## src/rtl/matrix_alu_sequencer.sv

```systemverilog
// Sequencer around the matrix ALU: fetches operand matrices, strobes them into the ALU,
// waits for the finish flag and writes the 256-bit result back to memory.
module matrix_alu_sequencer #(
    parameter int unsigned ADDR_W  = 16,
    parameter int unsigned TIMEOUT = 64
) (
    input  logic              clk,
    input  logic              reset,
    input  logic              instr_valid,
    output logic              instr_ready,
    input  logic [7:0]        instr_opcode,
    input  logic [ADDR_W-1:0] instr_src1,
    input  logic [ADDR_W-1:0] instr_src2,
    input  logic [ADDR_W-1:0] instr_dst,
    output logic              mem_req,
    output logic              mem_we,
    output logic [ADDR_W-1:0] mem_addr,
    output logic [255:0]      mem_wdata,
    input  logic [255:0]      mem_rdata,
    input  logic              mem_ack,
    output logic [7:0]        alu_op,
    output logic [7:0]        alu_source2,
    output logic [255:0]      alu_mat_in,
    output logic              alu_load_m1,
    output logic              alu_load_m2,
    input  logic [255:0]      alu_mat_out,
    input  logic              alu_finish,
    output logic              busy,
    output logic              done,
    output logic              error
);

    localparam int unsigned CNT_W    = $clog2(TIMEOUT + 1);
    localparam logic [7:0]  OP_SCALE = 8'd3;
    localparam logic [7:0]  OP_TRANS = 8'd4;

    typedef enum logic [2:0] {StIdle, StRd1, StLd1, StRd2, StLd2, StWait, StWr} state_t;

    state_t             r_state;
    logic [7:0]         r_opcode;
    logic [ADDR_W-1:0]  r_src2;
    logic [ADDR_W-1:0]  r_dst;
    logic [7:0]         r_source2;
    logic [CNT_W-1:0]   r_cnt;
    logic               r_mem_req;
    logic               r_mem_we;
    logic [ADDR_W-1:0]  r_mem_addr;
    logic [255:0]       r_mem_wdata;
    logic [255:0]       r_mat_in;
    logic               r_load_m1;
    logic               r_load_m2;
    logic               r_done;
    logic               r_error;

    logic w_illegal;
    logic w_single_op;

    assign w_illegal   = (instr_opcode == 8'd0) || (instr_opcode > 8'd5);
    assign w_single_op = (r_opcode == OP_SCALE) || (r_opcode == OP_TRANS);

    always_ff @(posedge clk or posedge reset) begin
        if (reset) begin
            r_state     <= StIdle;
            r_opcode    <= '0;
            r_src2      <= '0;
            r_dst       <= '0;
            r_source2   <= '0;
            r_cnt       <= '0;
            r_mem_req   <= 1'b0;
            r_mem_we    <= 1'b0;
            r_mem_addr  <= '0;
            r_mem_wdata <= '0;
            r_mat_in    <= '0;
            r_load_m1   <= 1'b0;
            r_load_m2   <= 1'b0;
            r_done      <= 1'b0;
            r_error     <= 1'b0;
        end else begin
            r_done  <= 1'b0;
            r_error <= 1'b0;
            unique case (r_state)
                StIdle: begin
                    if (instr_valid) begin
                        r_opcode  <= instr_opcode;
                        r_src2    <= instr_src2;
                        r_dst     <= instr_dst;
                        r_source2 <= (instr_opcode == OP_SCALE) ? instr_src2[7:0] : 8'd0;
                        if (w_illegal) begin
                            r_error <= 1'b1;
                        end else begin
                            r_state    <= StRd1;
                            r_mem_req  <= 1'b1;
                            r_mem_we   <= 1'b0;
                            r_mem_addr <= instr_src1;
                        end
                    end
                end
                StRd1, StRd2: begin
                    if (mem_ack) begin
                        r_mat_in  <= mem_rdata;
                        r_mem_req <= 1'b0;
                        r_state   <= (r_state == StRd1) ? StLd1 : StLd2;
                    end
                end
                // First LD cycle lets alu_mat_in settle; the strobe occupies the second.
                StLd1: begin
                    if (!r_load_m1) begin
                        r_load_m1 <= 1'b1;
                    end else begin
                        r_load_m1 <= 1'b0;
                        if (w_single_op) begin
                            r_state <= StWait;
                            r_cnt   <= '0;
                        end else begin
                            r_state    <= StRd2;
                            r_mem_req  <= 1'b1;
                            r_mem_addr <= r_src2;
                        end
                    end
                end
                StLd2: begin
                    if (!r_load_m2) begin
                        r_load_m2 <= 1'b1;
                    end else begin
                        r_load_m2 <= 1'b0;
                        r_state   <= StWait;
                        r_cnt     <= '0;
                    end
                end
                // A finish flag seen in the entry cycle may be stale from the previous op.
                StWait: begin
                    if ((r_cnt != '0) && alu_finish) begin
                        r_mem_wdata <= alu_mat_out;
                        r_mem_req   <= 1'b1;
                        r_mem_we    <= 1'b1;
                        r_mem_addr  <= r_dst;
                        r_state     <= StWr;
                    end else if (r_cnt == CNT_W'(TIMEOUT - 1)) begin
                        r_error <= 1'b1;
                        r_state <= StIdle;
                    end else begin
                        r_cnt <= r_cnt + CNT_W'(1);
                    end
                end
                StWr: begin
                    if (mem_ack) begin
                        r_mem_req <= 1'b0;
                        r_mem_we  <= 1'b0;
                        r_done    <= 1'b1;
                        r_state   <= StIdle;
                    end
                end
                default: r_state <= StIdle;
            endcase
        end
    end

    assign instr_ready = (r_state == StIdle);
    assign busy        = (r_state != StIdle);
    assign mem_req     = r_mem_req;
    assign mem_we      = r_mem_we;
    assign mem_addr    = r_mem_addr;
    assign mem_wdata   = r_mem_wdata;
    assign alu_op      = r_opcode;
    assign alu_source2 = r_source2;
    assign alu_mat_in  = r_mat_in;
    assign alu_load_m1 = r_load_m1;
    assign alu_load_m2 = r_load_m2;
    assign done        = r_done;
    assign error       = r_error;

endmodule
```

## config.mk

```make
export PLATFORM = sky130hd
export DESIGN_NAME = matrix_alu_sequencer
export DESIGN_NICKNAME = d
export VERILOG_FILES = /design/src/rtl/matrix_alu_sequencer.sv
export SDC_FILE = /design/constraint.sdc
export NUM_CORES = 1
export LEC_CHECK = 0
export CAP_MARGIN = 10
export CORE_AREA = 2 2 441 443
export DETAILED_ROUTE_END_ITERATION = 16
export DIE_AREA = 0 0 443 445
export PLACE_DENSITY = 0.3
export SLEW_MARGIN = 40
export SYNTH_ARGS = -nofsm -noshare
export SYNTH_HDL_FRONTEND = slang
export SYNTH_SLANG_ARGS = --single-unit
```

## constraint.sdc

```tcl
create_clock -name clk -period 30.4 [get_ports clk]
set_clock_uncertainty 0.1 [all_clocks]
set_input_delay 9.12 -clock clk [delete_from_list [all_inputs] [get_ports clk]]
set_output_delay 9.12 -clock clk [all_outputs]
set_load 0.05 [all_outputs]
```

==> impl_metrics.env <==
export IMPL_setup_slack_ps=17390
export IMPL_ys_ff_latch=592
export IMPL_min_period_ps=13010
export IMPL_cts_root_buffer="clkbuf_16"
export IMPL_ir_worst_vdd_v=0.0000613
export IMPL_max_freq_mhz=76.9
export IMPL_rr_endpoint="mem_wdata[160]"
export IMPL_overflow=0
export IMPL_post_cts_resized=0
export IMPL_clk_pin_slew_ps=50
export IMPL_synth_adder_area_share=0.00110
export IMPL_crit_chain="clkdlybuf4s50_1, inv_12, buf_4, buf_12, buf_6, buf_4, buf_4, buf_4"
export IMPL_postCtsSetupBuffers=0
export IMPL_cp_required_ps=31030
export IMPL_viasPerCell=3.20
export IMPL_max_slew_worst_pin_slew_ps=807
export IMPL_drive_gt1_frac=0.247
export IMPL_period_share=0.428
export IMPL_drt_first_iter_violations=573
export IMPL_dieArea_um2=197000
export IMPL_synth_cells=1481
export IMPL_start_kind="input pin"
export IMPL_cp_slowest_stage_delay_ps=700
export IMPL_grt_antenna_before_repair=38
export IMPL_cp_slowest_cell="buf_4"
export IMPL_worstSetupStartpoint="reset"
export IMPL_crit_arrival_ps=13640
export IMPL_finalHoldViolations=0
export IMPL_synth_xor_area_share=0.000772
export IMPL_grt_pass1_vias=18405
export IMPL_place_ws_ps=16330
export IMPL_cts_tree="done"
export IMPL_reg2reg_from="r_state[0]"
export IMPL_synth_compound_area_share=0.0208
export IMPL_io_buffers=1124
export IMPL_syn_area_per_cell_um2=15.3
export IMPL_worst_path_most_repeated_cell="buf_4"
export IMPL_ys_seq_area_frac=0.653
export IMPL_min_path_type="reg2reg"
export IMPL_area_growth_pct=74.4
export IMPL_drc_errors=0
export IMPL_maxCapViolCount=0
export IMPL_final_max_slew_viol_count=0
export IMPL_cts_buffers=86
export IMPL_initial_utilization=0.118
export IMPL_die_w_um=443
export IMPL_synth_area_um2=22700
export IMPL_synth_top_family_by_area="multiplexers"
export IMPL_status="completed"
export IMPL_avgRoutedWirePerCell_um=22.4
export IMPL_ys_warn_count=0
export IMPL_synth_edf_count=0
export IMPL_mostFrequentLayoutCells="1122 x clkdlybuf4s50_1, 592 x dfrtp_1, 505 x mux2_2"
export IMPL_relSlewSlack=0.460
export IMPL_rr_worst_depth=7
export IMPL_hold_buffers=0
export IMPL_cts_htree_levels=3
export IMPL_cts_sinks=592
export IMPL_ioPinCount=1125
export IMPL_rsz0062_at_grt="false"
export IMPL_firstDrtPassIters=4
export IMPL_layout_nets=3211
export IMPL_fin_tns_setup_ps=0
export IMPL_end_kind="async pin"
export IMPL_synth_mux_area_frac=0.264
export IMPL_clk_latency_ps=690
export IMPL_grt_use_total=0.116
export IMPL_post_dp_hpwl_um=90400
export IMPL_worstPathMaxFanout=105
export IMPL_final_common_cell="clkdlybuf4s50_1"
export IMPL_fill_cells=20797
export IMPL_post_route_util=0.206
export IMPL_synth_ff_type="dfrtp_1"
export IMPL_final_antenna_net_count=0
export IMPL_gp_congestion=0.756
export IMPL_synthArstFlopShare=1.00
export IMPL_synthSimpleGateAreaFrac=0.0381
export IMPL_drt_total_wl_um=117000
export IMPL_grt_max_degree=125
export IMPL_setup_viol=0
export IMPL_row_count=161
export IMPL_synth_cell_types=49
export IMPL_crit_type="in2async"
export IMPL_synth_net_count=2056
export IMPL_reg2reg_setup_slack_ps=26010
export IMPL_core_um2=192000
export IMPL_cts_max_path_buffers=3
export IMPL_leakage_nw=16.3
export IMPL_grt_first_pass_wirelength_um=159000
export IMPL_p_per_area_nw_per_um2=133
export IMPL_cp_endpoint="mem_wdata[39]"
export IMPL_vias=16748
export IMPL_die_y_um=445
-- worst max-delay path: cells and delay by family --
family / cells / cell delay [ps]
buffers and inverters: 8 / 4260
-- routing by layer --
| layer | GRT usage | vias up | routed length (µm) |
|---|---|---|---|
| met4 | 0.0344 | 10 | 2570 |
| met5 | 0 | - | 66 |
| met1 | 0.119 | 8460 | 41600 |
| li1 | - | 7501 | - |
| met2 | 0.218 | 601 | 64100 |
| met3 | 0.0395 | 176 | 8660 |
-- flip-flops by register name (all words and copies together) (netlist names) --
| name | flops |
|---|---|
| alu_load_m1 | 1 |
| alu_load_m2 | 1 |
| alu_mat_in | 256 |
| alu_op | 8 |
| alu_source2 | 8 |
| done | 1 |
| error | 1 |
| mem_addr | 16 |
| mem_req | 1 |
| mem_wdata | 256 |
| mem_we | 1 |
| r_cnt | 7 |
| r_dst | 16 |
| r_src2 | 16 |
| r_state | 3 |
-- stage by stage --
stage               instances  hold WS [ps]  cell area, µm²  total power, W
global placement         5073           359           36800         0.00436
CTS                      5222           376           39600         0.00539
detailed placement       5074           363           36900         0.00435
finish                   5231           373           39600         0.00527
floorplan                1481           346           22700         0.00317
global route             5227           396           39600         0.00553
-- synthesized netlist by cell type (3+ instances only) --
| library cell | number | area [µm²] |
|---|---|---|
| nor2_1 | 11 | 41.3 |
| nand2_1 | 166 | 623 |
| a21oi_1 | 4 | 20.0 |
| o21ai_0 | 10 | 50.1 |
| inv_1 | 6 | 22.5 |
| dfrtp_1 | 592 | 14800 |
| mux2_2 | 505 | 5690 |
| a22o_1 | 10 | 87.6 |
| o211ai_1 | 3 | 22.5 |
| clkbuf_1 | 42 | 158 |
| buf_6 | 24 | 270 |
| mux2_1 | 24 | 270 |
| nor3_1 | 3 | 15.0 |
| nor3b_1 | 3 | 22.5 |
| buf_2 | 12 | 60.1 |
| a22oi_1 | 16 | 120 |
| and3b_1 | 3 | 26.3 |
| mux2i_1 | 3 | 30.0 |
| nand3_1 | 6 | 30.0 |
-- power breakdown --
group / leakage (nW) / internal [W] / switching (W) / total (W)
Combinational: 7.55 / 0.00101 / 0.00188 / 0.00289
Sequential: 7.39 / 0.00117 / 0.000228 / 0.00140
Clock: 1.33 / 0.000580 / 0.000403 / 0.000983
Total: 16.3 / 0.00276 / 0.00251 / 0.00527
-- worst min-delay path by stage --
| stage | start | to | slack [ps] | depth (start not counted) |
|---|---|---|---|---|
| detailed placement | r_dst[10] | r_dst[10] | 360 | 2 |
| CTS | r_dst[10] | r_dst[10] | 380 | 2 |
| floorplan | r_dst[0] | r_dst[0] | 350 | 2 |
| global placement | r_dst[10] | r_dst[10] | 360 | 2 |
| global route | mem_wdata[211] | mem_wdata[211] | 400 | 1 |
| finish | r_dst[3] | r_dst[3] | 370 | 2 |
-- cell type report --
class                   count  area (µm²)  share of cell area
inverters                   6        35.0            0.000885
clock inverters            19         165             0.00417
diodes                      9        22.5            0.000569
clock buffers             129        2530              0.0640
flip-flops and latches    592       14800               0.374
repair buffers           1147       11500               0.290
multi-input cells         803        7400               0.187
well taps                2526        3160              0.0798
-- kinds of logic after synthesis --
| group | count (synthesis) |
|---|---|
| AO/OA/AOI/OAI | 61 |
| XOR/XNOR | 2 |
| adder cells (fa/ha/maj) | 2 |
| buffers and inverters | 86 |
| flip-flops | 592 |
| multiplexers | 532 |
| AND/OR/NAND/NOR | 206 |
No activity file was read; power rests on OpenSTA's default activity.
